$ cat config.mk
export PLATFORM = sky130hd
export DESIGN_NAME = dl_arbiter_flat
export DESIGN_NICKNAME = d
export VERILOG_FILES = /design/src/rtl/dl_arbiter_if.sv /design/src/rtl/dl_arbiter.sv /design/src/flat_wrapper.sv
export SDC_FILE = /design/constraint.sdc
export NUM_CORES = 1
export LEC_CHECK = 0
export BUFFER_PORTS_ARGS = -buffer_cell sky130_fd_sc_hd__buf_2
export CAP_MARGIN = 0
export CORE_UTILIZATION = 40
export DETAILED_ROUTE_END_ITERATION = 10
export GPL_TIMING_DRIVEN = 0
export PLACE_DENSITY = 0.86
export REMOVE_ABC_BUFFERS = 1
export SLEW_MARGIN = 20
export SYNTH_ARGS = -nofsm -noshare
export SYNTH_HDL_FRONTEND = slang
export SYNTH_SLANG_ARGS = --single-unit
$ cat constraint.sdc
create_clock -name clk -period 5.5 [get_ports clk]
set_clock_uncertainty 0.05 [all_clocks]
set_input_delay 0.55 -clock clk [delete_from_list [all_inputs] [get_ports clk]]
set_output_delay 0.55 -clock clk [all_outputs]
set_load 0.005 [all_outputs]
$ cat src/rtl/dl_arbiter_if.sv
// Requester / delay-line bundle for dl_arbiter.
// The arbiter takes the slave view; the requester/delay-line side takes the master view.
interface dl_arbiter_if #(
    parameter int unsigned NREQ = 4,
    parameter int unsigned W    = 15,
    parameter int unsigned LAT  = 5
);
    localparam int unsigned CW = $clog2(LAT + 1);

    logic                en;
    logic [NREQ-1:0]     req_valid;
    logic [NREQ*W-1:0]   req_data;
    logic [NREQ-1:0]     req_ready;
    logic [W-1:0]        dl_d_in;
    logic [W-1:0]        dl_d_out;
    logic [NREQ-1:0]     rsp_valid;
    logic [W-1:0]        rsp_data;
    logic [CW-1:0]       inflight;

    modport slave (
        input  en, req_valid, req_data, dl_d_out,
        output req_ready, dl_d_in, rsp_valid, rsp_data, inflight
    );

    modport master (
        output en, req_valid, req_data, dl_d_out,
        input  req_ready, dl_d_in, rsp_valid, rsp_data, inflight
    );
endinterface

$ cat src/rtl/dl_arbiter.sv
// Round-robin scheduler feeding a fixed-latency delay line; a shadow tag pipeline
// follows each word so the delay-line output is routed back to its issuer.
module dl_arbiter #(
    parameter int unsigned NREQ = 4,
    parameter int unsigned W    = 15,
    parameter int unsigned LAT  = 5
) (
    input  logic        clk,
    input  logic        rst,
    dl_arbiter_if.slave bus
);
    localparam int unsigned IW = (NREQ > 1) ? $clog2(NREQ) : 1;
    localparam int unsigned CW = $clog2(LAT + 1);

    logic [IW-1:0]   r_last;
    logic [LAT-1:0]  r_vld;
    logic [IW-1:0]   r_id [LAT];
    logic [CW-1:0]   r_inflight;

    logic            w_gany;
    logic [IW-1:0]   w_gidx;
    logic [IW-1:0]   w_cand;
    logic [NREQ-1:0] w_grant;
    logic [W-1:0]    w_din;
    logic [NREQ-1:0] w_rsp_valid;

    // Search begins one past the last winner and wraps; first valid requester wins.
    always_comb begin
        w_gany  = 1'b0;
        w_gidx  = '0;
        w_cand  = '0;
        w_grant = '0;
        w_din   = '0;
        for (int unsigned k = 0; k < NREQ; k++) begin
            w_cand = IW'((32'(r_last) + 32'd1 + k) % NREQ);
            if (!w_gany && bus.req_valid[w_cand]) begin
                w_gany = 1'b1;
                w_gidx = w_cand;
            end
        end
        if (!bus.en || !rst) begin
            w_gany = 1'b0;
            w_gidx = '0;
        end
        for (int unsigned i = 0; i < NREQ; i++) begin
            if (w_gany && (w_gidx == IW'(i))) begin
                w_grant[i] = 1'b1;
                w_din      = bus.req_data[i*W +: W];
            end
        end
    end

    always_comb begin
        w_rsp_valid = '0;
        for (int unsigned i = 0; i < NREQ; i++) begin
            w_rsp_valid[i] = r_vld[LAT-1] && (r_id[LAT-1] == IW'(i));
        end
    end

    // Tags shift every edge with no stall, matching the delay line stage for stage.
    always_ff @(posedge clk or negedge rst) begin
        if (!rst) begin
            r_last     <= IW'(NREQ - 1);
            r_vld      <= '0;
            r_inflight <= '0;
            for (int unsigned k = 0; k < LAT; k++) begin
                r_id[k] <= '0;
            end
        end else begin
            if (w_gany) begin
                r_last <= w_gidx;
            end
            r_vld[0] <= w_gany;
            r_id[0]  <= w_gidx;
            for (int unsigned k = 1; k < LAT; k++) begin
                r_vld[k] <= r_vld[k-1];
                r_id[k]  <= r_id[k-1];
            end
            r_inflight <= r_inflight + CW'(w_gany) - CW'(r_vld[LAT-1]);
        end
    end

    assign bus.req_ready = w_grant;
    assign bus.dl_d_in   = w_din;
    assign bus.rsp_valid = w_rsp_valid;
    assign bus.rsp_data  = bus.dl_d_out;
    assign bus.inflight  = r_inflight;
endmodule

$ cat src/flat_wrapper.sv
// flat-port wrapper written by rule: the top's interface ports become plain ports
module dl_arbiter_flat 
#(
    parameter int unsigned NREQ = 4,
    parameter int unsigned W    = 15,
    parameter int unsigned LAT  = 5
)
  (clk, rst, bus_en, bus_req_valid, bus_req_data, bus_dl_d_out, bus_req_ready, bus_dl_d_in, bus_rsp_valid, bus_rsp_data, bus_inflight);
  dl_arbiter_if #(.NREQ(NREQ), .W(W), .LAT(LAT)) bus_i ();
  input  logic clk;
  input  logic rst;
  input wire logic [$bits(bus_i.en)-1:0] bus_en;
  input wire logic [$bits(bus_i.req_valid)-1:0] bus_req_valid;
  input wire logic [$bits(bus_i.req_data)-1:0] bus_req_data;
  input wire logic [$bits(bus_i.dl_d_out)-1:0] bus_dl_d_out;
  output wire logic [$bits(bus_i.req_ready)-1:0] bus_req_ready;
  output wire logic [$bits(bus_i.dl_d_in)-1:0] bus_dl_d_in;
  output wire logic [$bits(bus_i.rsp_valid)-1:0] bus_rsp_valid;
  output wire logic [$bits(bus_i.rsp_data)-1:0] bus_rsp_data;
  output wire logic [$bits(bus_i.inflight)-1:0] bus_inflight;
  assign bus_i.en = bus_en;
  assign bus_i.req_valid = bus_req_valid;
  assign bus_i.req_data = bus_req_data;
  assign bus_i.dl_d_out = bus_dl_d_out;
  assign bus_req_ready = bus_i.req_ready;
  assign bus_dl_d_in = bus_i.dl_d_in;
  assign bus_rsp_valid = bus_i.rsp_valid;
  assign bus_rsp_data = bus_i.rsp_data;
  assign bus_inflight = bus_i.inflight;
  dl_arbiter #(.NREQ(NREQ), .W(W), .LAT(LAT)) u_core (.clk(clk), .rst(rst), .bus(bus_i));
endmodule
# Word-level counts from Yosys, hierarchy flattened

Cells that the tools add are included.

Memories kept: 0
Memory bits (read-only): 0
Logic and storage cells: 69
Output and inout port bits: 41
Bits in latches: 0
RAM bits: 0
Bits of input ports: 82
Register bits: 20

Reduce and logical (&&, ||, !) cells: 19
Magnitude comparators: 4
Shift-type cells: 0
Multiplexer cells: 26
Div/mod/pow operators: 0
Multipliers: 0
Add/subtract/negate cells: 6
Eq/ne operators: 6
Bitwise logic cells: 0

Operator list:

| kind                | count |
|---|---|
| $mux 15             | 4 |
| $mux 1              | 13 |
| $lt 2x3->1 const B  | 4 |
| $logic_and 1x1->1   | 11 |
| $mux 2              | 5 |
| $bmux 1 s2          | 4 |
| $eq 2x2->1 const B  | 4 |
| $logic_not 1->1     | 5 |
| $add 2x1->2 const B | 2 |
| $add 2x2->2 const B | 2 |
| $eq 2x1->1 const B  | 2 |
| $logic_not 2->1     | 2 |
| $add 3x1->3         | 1 |
| $sub 3x1->3         | 1 |
| $logic_or 1x1->1    | 1 |

# Logic depth before layout (Yosys ltp)

Depth in word-level cells: 20
Gate-level depth with buffers: 8

# Worst setup path before layout

Ideal clock, no wire load.

Path kind: input port to output port
Start point: input port bus_en
End point: output port bus_dl_d_in[10]
Path buffers: 2
Data arrival time: 1,802 ps
Cell stages on the path: 7
Slack: 3,098 ps
Cells stage by stage: nand2_1 or2_1 buf_6 nor4_4 buf_6 a21oi_2 o32ai_2

Longest elaborated chain between the ends: 9
Elaborated cells between the ends (all ways): 16
Those cells by class: 3 x eq/ne; 6 x mux; 7 x reduce/logical

Ends and longest elaborated chain:

| item                  | line               | text |
|---|---|---|
| from (decl)           | flat_wrapper.sv:12 | `input wire logic [$bits(bus_i.en)-1:0] bus_en;` |
| $logic_not 1->1 (*)   | dl_arbiter.sv:41   | `if (!bus.en \|\| !rst) begin` |
| $logic_or 1x1->1 (*)  | dl_arbiter.sv:41   |  |
| $mux 2                | dl_arbiter.sv:41   |  |
| $logic_not 2->1       | dl_arbiter.sv:46   | `if (w_gany && (w_gidx == IW'(i))) begin` |
| $logic_and 1x1->1     | dl_arbiter.sv:46   |  |
| $mux 15 (3 in series) | dl_arbiter.sv:46   |  |
| $mux 15 (*)           | dl_arbiter.sv:46   |  |
| to (decl)             | flat_wrapper.sv:17 | `output wire logic [$bits(bus_i.dl_d_in)-1:0] bus_dl_d_in;` |

Mark *: on every way between the ends. The rest lies on a longest branch, timed or not.

# Worst setup path in the final report

Start point: input port rst
End point: output port bus_dl_d_in[13]

Longest elaborated chain between the ends: 9
Elaborated cells between the ends (all ways): 16
Those cells by class: 3 x eq/ne; 6 x mux; 7 x reduce/logical

Ends and longest elaborated chain:

| item                  | line               | text |
|---|---|---|
| from (decl)           | flat_wrapper.sv:11 | `input logic rst;` |
| $logic_not 1->1 (*)   | dl_arbiter.sv:41   |  |
| $logic_or 1x1->1 (*)  | dl_arbiter.sv:41   |  |
| $mux 2                | dl_arbiter.sv:41   |  |
| $logic_not 2->1       | dl_arbiter.sv:46   |  |
| $logic_and 1x1->1     | dl_arbiter.sv:46   |  |
| $mux 15 (3 in series) | dl_arbiter.sv:46   |  |
| $mux 15 (*)           | dl_arbiter.sv:46   |  |

Marked as above.

==> impl_metrics.env <==
export IMPL_outcome="finished, final reports clean"
export IMPL_num_nets_final=321
export IMPL_critical_path_class="in -> out"
export IMPL_tns_ps=0
export IMPL_yosysMostFrequentCell="inv_1"
export IMPL_intPower_uw=346
export IMPL_ys_types=38
export IMPL_synth_cells=163
export IMPL_die_area_mm2=0.00421
export IMPL_grt_max_degree=23
export IMPL_cts_resized=0
export IMPL_finalPower_uw=543
export IMPL_path_buf_inv=2
export IMPL_die_x_um=64.9
export IMPL_synth_seq_cells=20
export IMPL_switching_power_uw=197
export IMPL_grt_first_pass_wirelength_um=5920
export IMPL_vias=1517
export IMPL_wl_um=3880
export IMPL_power_density_mw_per_mm2=275
export IMPL_path_max_fanout=22
export IMPL_period_share_pct=64.6
export IMPL_cp_required_ps=4900
export IMPL_comb_power_share_pct=45.3
export IMPL_async_flop_share_pct=100
export IMPL_cts_made_buffers=3
export IMPL_path_delay_family="simple AND/OR/NAND/NOR gates"
export IMPL_crit_path_start_kind="primary input"
export IMPL_ys_flop_type="dfrtp_1"
export IMPL_worstSkewPairLatency_ps=250
export IMPL_p_seq_share_pct=34.8
export IMPL_crit_top_cell="buf_2"
export IMPL_vdd_drop_max_mv=0.110
export IMPL_yosysWarningCount=0
export IMPL_maxCapViolations=0
export IMPL_synth_top_area_share_pct=28.5
export IMPL_swShare_pct=36.3
export IMPL_clk_path_buf_depth=2
export IMPL_grt_overflow_total=0
export IMPL_drt_iter0_drc=79
export IMPL_grtUsageTotal_pct=18.3
export IMPL_clockRootBuffer="clkbuf_8"
export IMPL_worst_setup_path_end_kind="primary output"
export IMPL_wl_met1_um=1430
export IMPL_cts_setup_buffers=0
export IMPL_start_util_pct=42.5
export IMPL_power_frac_clock_pct=19.9
export IMPL_hold_viol=0
export IMPL_core_mm2=0.00372
export IMPL_rows=22
export IMPL_worst_pin_slew_ps=976
export IMPL_finalMaxSlewViolations=0
export IMPL_finalCriticalPeriod_ps=3550
export IMPL_timing_slew_headroom_pct=34.6
export IMPL_gp_congestion=0.812
export IMPL_wl_met3_um=407
export IMPL_rsz0062_at_grt="false"
export IMPL_cts_tree="done"
export IMPL_wire_per_inst_um=13.7
export IMPL_port_buffers=92
export IMPL_fmax_ghz=0.282
export IMPL_syn_avg_cell_area_um2=9.69
export IMPL_hold_buffers=0
export IMPL_vias_per_cell=5.36
export IMPL_routed_top_layer="met4"
export IMPL_synth_largest_area_cell="dfrtp_1"
export IMPL_synth_area_mm2=0.00158
export IMPL_drive_above_1_share_pct=57.9
export IMPL_cp_data_arrival_time_ps=2950
export IMPL_synth_edf_count=0
export IMPL_cpPeakStageDelay_ps=890
export IMPL_htreeDepth=1
export IMPL_worstHoldPathType="in -> async"
export IMPL_antenna_found_initial=0
export IMPL_io_pins=123
export IMPL_cp_cell_sequence="buf_2 -> nand2_1 -> or2_1 -> nor4_4 -> a21oi_2 -> o32ai_2 -> buf_2"
export IMPL_clkTransAtPathRegs_ps=70
export IMPL_drt_first_pass_iters=4
export IMPL_ant_nets=0
export IMPL_synth_seq_area_share_pct=31.8
export IMPL_setup_violations=0
export IMPL_p_leak_uw=0.00103
export IMPL_yosys_top_cells_area="dfrtp_1, o32ai_2, buf_4, a21oi_2, a21oi_1"
export IMPL_final_core_util_pct=53.2
export IMPL_cp_slowest_cell="nor4_4"
export IMPL_drc=0
export IMPL_wl_met2_um=1950
export IMPL_cts_sinks=20
export IMPL_area_delta_synth_final_pct=25.0
export IMPL_netlist_top_cells_count="inv_1, dfrtp_1, a21oi_1, buf_4"
export IMPL_fp_dieH_um=64.9
export IMPL_grt_pass1_vias=1372
export IMPL_dp_hpwl_um=3080
export IMPL_num_antenna_cells=0
-- per-stage QoR --
step | setup slack, ps | instance area (um^2) | std cells | hold slack [ps]
6_report | 1950 | 1980 | 283 | 185
5_1_grt | 1610 | 1980 | 283 | 222
3_5_place_dp | 1920 | 1910 | 279 | 285
4_1_cts | 1920 | 1970 | 283 | 190
2_1_floorplan | 2800 | 1390 | 139 | 204
3_3_place_gp | 1960 | 1910 | 279 | 283
-- final cells by class --
| cell class | instances | area (um^2) |
|---|---|---|
| clock buffer | 4 | 55.1 |
| fill | 358 | 1740 |
| inverter | 22 | 82.6 |
| multi-input combinational | 97 | 815 |
| sequential | 20 | 503 |
| tap | 48 | 60.1 |
| timing repair buffer | 92 | 460 |
-- path summary, 6_finish.rpt --
| check | from | to | slack [ps] | depth (start not counted) |
|---|---|---|---|---|
| worst max-delay path | rst | bus_dl_d_in[13] | 1950 | 7 |
| worst min-delay path | rst | u_core.bus.inflight[2] | 180 | 1 |
| worst max register to register | u_core.r_last[1] | u_core.r_last[0] | 3560 | 4 |
| worst min register to register | u_core.r_id[5] | u_core.r_id[3] | 300 | 0 |
| max in group asynchronous | rst | u_core.r_last[1] | 4870 | 1 |
| min in group clk | u_core.r_id[5] | u_core.r_id[3] | 300 | 0 |
-- cell usage in the layout (no fill, tap or decap), types with 2 or more instances in the layout --
master,netlist,final
a21oi_1,16,16
a21oi_2,10,10
and3b_1,2,2
buf_2,3,92
clkbuf_8,0,4
dfrtp_1,18,18
dfstp_2,2,2
ha_1,2,2
inv_1,20,20
inv_2,2,2
mux2i_1,4,4
nand2_1,6,6
nand3_1,3,3
nor2_1,5,5
nor3_1,9,9
nor3_2,6,5
nor3_4,1,2
o221ai_1,3,3
o32ai_1,2,2
o32ai_2,10,10
xnor2_1,2,2
-- power groups by stage --
stage                     clock network, uW  logic (uW)  registers, uW
after floorplan                           0         156            190
after global placement                    0         237            190
after detailed placement                  0         246            192
after CTS                               112         246            189
after global routing                    118         275            191
final                                   108         246            189
-- flip-flops by register name, summed over array words and instances, names as in the netlist --
signal               count
u_core.r_id             10
u_core.r_vld             5
u_core.bus.inflight      3
u_core.r_last            2
-- metal layers --
metal	vias to the layer above	track usage (%)
li1	702	-
met1	710	19.4
met2	95	31.3
met3	10	7.22
met4	0	8.06
met5	-	2.78
-- cells by family after synthesis --
| kind of cell | share of synthesized area, % |
|---|---|
| multiplexers | 2.53 |
| AO/OA/AOI/OAI | 24.8 |
| flip-flops | 31.8 |
| AND/OR/NAND/NOR | 19.6 |
| XOR/XNOR | 1.11 |
| buffers and inverters | 17.3 |
| adder cells (fa/ha/maj) | 2.85 |
No activity file was read; power rests on OpenSTA's default activity.
